**src/rtl/dacx311_arbiter.sv**
```systemverilog
// rtl/dacx311_arbiter.sv - round-robin arbiter sharing one DACx311 serial driver among N requesters.
// Holds dac_data_o/dac_pd_o stable between dac_ready_i boundaries and issues one shadow per frame.
module dacx311_arbiter #(
    parameter int          N          = 4,
    parameter logic [1:0]  RESET_PD   = 2'b00,
    parameter logic [11:0] RESET_DATA = 12'h000
) (
    input  logic            clk,
    input  logic            reset,
    input  logic [N-1:0]    wr_i,
    input  logic [12*N-1:0] wr_data_i,
    input  logic [2*N-1:0]  wr_pd_i,
    output logic [N-1:0]    pending_o,
    output logic [N-1:0]    done_o,
    output logic [N-1:0]    overrun_o,
    output logic [2:0]      grant_id_o,
    input  logic            dac_ready_i,
    output logic [11:0]     dac_data_o,
    output logic [1:0]      dac_pd_o
);

    localparam int         IDW     = (N > 1) ? $clog2(N) : 1;
    localparam logic [2:0] LAST_ID = 3'(N - 1);

    logic [N-1:0][13:0] shadow_q, shadow_d;
    logic [N-1:0]       pending_q, pending_d;
    logic [N-1:0]       done_q, done_d;
    logic [N-1:0]       overrun_q, overrun_d;
    logic [2:0]         grant_id_q, grant_id_d;
    logic [11:0]        dac_data_q, dac_data_d;
    logic [1:0]         dac_pd_q, dac_pd_d;

    logic               grant_found;
    logic [IDW-1:0]     grant_idx;
    logic [IDW-1:0]     cand;
    logic [N-1:0]       grant_vec;

    // Search starts one past the last grant and wraps; only the registered
    // pending vector is eligible, so same-cycle posts wait for the next frame.
    always_comb begin
        grant_found = 1'b0;
        grant_idx   = '0;
        cand        = '0;
        for (int k = 1; k <= N; k++) begin
            cand = IDW'((int'(grant_id_q) + k) % N);
            if (!grant_found && pending_q[cand]) begin
                grant_found = 1'b1;
                grant_idx   = cand;
            end
        end
    end

    always_comb begin
        pending_d  = pending_q;
        shadow_d   = shadow_q;
        overrun_d  = '0;
        grant_id_d = grant_id_q;
        dac_data_d = dac_data_q;
        dac_pd_d   = dac_pd_q;
        grant_vec  = '0;
        if (dac_ready_i && grant_found) begin
            grant_vec[grant_idx] = 1'b1;
            {dac_pd_d, dac_data_d} = shadow_q[grant_idx];
            grant_id_d = 3'(grant_idx);
        end
        done_d = grant_vec;
        // A post colliding with its own grant re-arms pending instead of overrunning.
        for (int i = 0; i < N; i++) begin
            if (grant_vec[i]) begin
                pending_d[i] = 1'b0;
            end
            if (wr_i[i]) begin
                shadow_d[i]  = {wr_pd_i[2*i +: 2], wr_data_i[12*i +: 12]};
                pending_d[i] = 1'b1;
                overrun_d[i] = pending_q[i] & ~grant_vec[i];
            end
        end
    end

    always_ff @(posedge clk) begin
        if (reset) begin
            shadow_q   <= '0;
            pending_q  <= '0;
            done_q     <= '0;
            overrun_q  <= '0;
            grant_id_q <= LAST_ID;
            dac_data_q <= RESET_DATA;
            dac_pd_q   <= RESET_PD;
        end else begin
            shadow_q   <= shadow_d;
            pending_q  <= pending_d;
            done_q     <= done_d;
            overrun_q  <= overrun_d;
            grant_id_q <= grant_id_d;
            dac_data_q <= dac_data_d;
            dac_pd_q   <= dac_pd_d;
        end
    end

    assign pending_o  = pending_q;
    assign done_o     = done_q;
    assign overrun_o  = overrun_q;
    assign grant_id_o = grant_id_q;
    assign dac_data_o = dac_data_q;
    assign dac_pd_o   = dac_pd_q;

endmodule

```
**config.mk**
```make
export PLATFORM = sky130hd
export DESIGN_NAME = dacx311_arbiter
export DESIGN_NICKNAME = d
export VERILOG_FILES = /design/src/rtl/dacx311_arbiter.sv
export SDC_FILE = /design/constraint.sdc
export NUM_CORES = 1
export LEC_CHECK = 0
export CAP_MARGIN = 20
export CORE_ASPECT_RATIO = 0.6
export CORE_UTILIZATION = 43
export CTS_CLUSTER_SIZE = 20
export DETAILED_ROUTE_END_ITERATION = 10
export GPL_TIMING_DRIVEN = 0
export PLACE_DENSITY = 0.85
export SKIP_CTS_REPAIR_TIMING = 1
export SYNTH_ARGS = -nofsm -noshare
export SYNTH_HDL_FRONTEND = slang
export SYNTH_SLANG_ARGS = --single-unit
```
**constraint.sdc**
```tcl
create_clock -name clk -period 1.8 [get_ports clk]
set_input_delay 0.36 -clock clk [delete_from_list [all_inputs] [get_ports clk]]
set_output_delay 0.36 -clock clk [all_outputs]
set_load 0.05 [all_outputs]
```
==> results.py <==
metrics = {
    "die": {
        "row_count": 24,
        "die_x_um": 117,
        "coreArea_um2": 7450,
        "io_pins": 92,
        "die_area_um2": 8270,
        "dieHeight_um": 70.9,
        "start_util_pct": 45.6,
    },
    "clock_tree": {
        "ctsRootBufferMaster": "clkbuf_16",
        "cts.clk_slew.worst_paths_ps": 60,
        "clockBufferDepth": 2,
        "worstSkewPairLatency_ps": 340,
        "htree_levels": 3,
        "cts_buffers": 9,
        "cts.sinks": 84,
        "cts_tree": "yes",
    },
    "power_and_ir_drop": {
        "total_leakage_power_uw": 0.00250,
        "p_per_area_nw_per_um2": 1020,
        "power_frac_comb_pct": 19.3,
        "switching_share_pct": 26.6,
        "p_int_uw": 3690,
        "switching_power_uw": 1340,
        "clkPwrFrac_pct": 39.6,
        "max-vdd-ir-drop_mv": 0.517,
        "p_seq_share_pct": 41.1,
    },
    "routing": {
        "postRouteAntennaNets": 0,
        "avgRoutedWirePerCell_um": 17.3,
        "drc_errors": 0,
        "drt_iter0_drc": 158,
        "dr_total_vias": 2795,
        "first_pass_iters": 4,
        "wl_um": 9250,
        "avgViaCountPerCell": 5.23,
    },
    "synth": {
        "ys_ff_latch": 84,
        "yosys.area.top_type": "dfxtp_1",
        "synth_edf_count": 0,
        "yosysSeqAreaShare_pct": 49.5,
        "synthArstFlopShare_pct": 0,
        "synth.distinct_cells": 32,
        "synthCells": 324,
        "synth_flop_cell": "dfxtp_1",
        "syn_area_um2": 3400,
        "synth_top_area_share_pct": 49.5,
        "avgSynthCellArea_um2": 10.5,
        "synthTopCellsByArea": "dfxtp_1 (50%), mux2i_1 (25%), nor2_1 (6.9%)",
        "synth_nets": 387,
        "yosysWarnings": 0,
    },
    "worst_setup_path": {
        "reg2reg_depth": 7,
        "cp-end-kind": "register",
        "worstPathArrival_ps": 2070,
        "path_class": "reg2reg",
        "path_cells": "nor2b_2 -> a21oi_2 -> o221a_1 -> buf_6 -> or3_1 -> buf_6 -> o221ai_2",
        "timing.rr.end": "dac_data_o[11]",
        "r2r-start": "pending_o[1]",
        "rrSetupSlack_ps": -10,
        "cp_max_fo": 8,
        "max_stage_delay_ps": 390,
        "start_kind": "register",
        "slowest_stage": "dfxtp_4",
        "critical_path.most_common_cell": "buf_6",
        "worst_ep_required_time_ps": 2060,
    },
    "timing": {
        "drv_slew": 0,
        "finalCriticalPeriod_ps": 1810,
        "finalHoldViolations": 0,
        "worst_slew_pin_slew_ps": 872,
        "rsz0062_at_grt": "yes",
        "fmax_mhz": 551,
        "setup_viol": 4,
        "fin_skew_ps": 4.27,
        "setup_slack_ps": -14.6,
        "period_share_pct": 101,
        "slew_headroom_pct": 41.9,
    },
    "final_layout": {
        "utilization_pct": 66.4,
        "final_common_cell": "mux2i_1",
        "diodes": 0,
        "drive_gt1_share_pct": 13.3,
        "n_fill_cell": 593,
        "area_delta_synth_final_pct": 45.5,
        "finalNetCount": 488,
        "layout_common_cells": "mux2i_1 (80), dfxtp_1 (78), nor2_1 (61), clkdlybuf4s50_1 (58), dlymetal6s2s_1 (28)",
        "final_area_um2": 4940,
    },
    "placement": {
        "place_area_um2": 4410,
        "gp_congestion": 0.820,
        "port-buffer-count": 86,
        "dp_hpwl_um": 6750,
    },
    "grt": {
        "grt_start_max_net_pins": 15,
        "grt_pass1_vias": 2740,
        "track_usage_pct": 23.6,
        "grt_pass1_wl_um": 14300,
        "grt_overflow": 0,
        "antenna_found_initial": 0,
    },
    "run": {
        "maxCapViolCount": 0,
    },
    "min_path": {
        "hold_path_depth": 2,
        "min_to": "dac_pd_o[0]",
        "hold_path.class": "reg2reg",
        "hp-start": "dac_pd_o[0]",
    },
    "status": {
        "violations": "setup timing",
        "status": "complete, but fails checks",
    },
}
## area by class of cell
class	instances	area [µm²]	share of cell area, %
clock inverters	5	85.1	1.72
multi-input cells	207	1640	33.1
repair buffers	91	978	19.8
plain buffers	24	143	2.89
flip-flops and latches	84	1700	34.3
clock buffers	11	243	4.91
well taps	104	130	2.63
inverters	8	30.0	0.607
## logic make-up after synthesis
group           count (synthesis)  synth area share (%)
buf+inv                        33                  4.42
flops                          84                  49.5
simple gates                   88                  11.4
mux                            84                  24.8
other cells                     1                 0.110
compound gates                 34                  9.83
## per-layer routing
layer / track usage [%] / wire [µm]
met3: 9.34 / 789
met4: 5.34 / 130
met5: 0 / 0
met2: 35.4 / 4120
met1: 31.9 / 4210
## worst max-delay path: cells and delay by family (launching register included)
family | cells | cell delay [ps]
buffers and inverters | 2 | 310
DFF | 1 | 390
AOI/OAI and AO/OA | 3 | 500
and+or+nand+nor | 2 | 540
## sequential cells by signal, indices dropped and copies added (netlist names)
signal and count:
dac_data_o 12, dac_pd_o 2, done_o 4, grant_id_o 2, overrun_o 4, pending_o 4
shadow_q 56
## how the worst max path moves through the flow
stage                  startpoint             end  slack [ps]
global route         pending_o[3]   dac_data_o[5]         -90
CTS                 grant_id_o[1]   dac_data_o[8]        -240
floorplan            pending_o[0]  dac_data_o[10]           9
finish               pending_o[1]  dac_data_o[11]         -10
detailed placement  grant_id_o[1]   dac_data_o[8]        -240
global placement    grant_id_o[1]   dac_data_o[8]        -210
## Yosys cell counts (2+ instances only)
| cell | number |
|---|---|
| clkbuf_1 | 17 |
| buf_6 | 2 |
| o221ai_1 | 6 |
| buf_4 | 2 |
| o221ai_2 | 9 |
| inv_1 | 8 |
| buf_2 | 3 |
| mux2i_1 | 84 |
| nor3_1 | 3 |
| nand3b_1 | 8 |
| nor2_1 | 62 |
| nand2_1 | 9 |
| dfxtp_1 | 84 |
| a21oi_1 | 6 |
| o31ai_1 | 2 |
| or3_1 | 3 |
## power by group through the flow
stage                     Combinational (µW)  Clock (µW)  Sequential, µW
after floorplan                          422           0            2210
after global placement                   864           0            2090
after detailed placement                 884           0            2100
after CTS                                887        2010            2060
after global routing                    1020        2100            2080
final                                    969        1990            2060
## stage by stage
stage | cells | setup TNS, ps | hold slack (ps) | setup WS, ps | total power (µW)
after floorplan | 324 | 0 | 460 | 8.92 | 2640
after global placement | 514 | -8550 | 456 | -207 | 2950
after detailed placement | 514 | -10870 | 454 | -242 | 2980
after CTS | 530 | -4310 | 473 | -245 | 4950
after global routing | 534 | -731 | 490 | -88.9 | 5200
final | 534 | -41.8 | 469 | -14.6 | 5020
No activity file was read; power rests on OpenSTA's default activity.
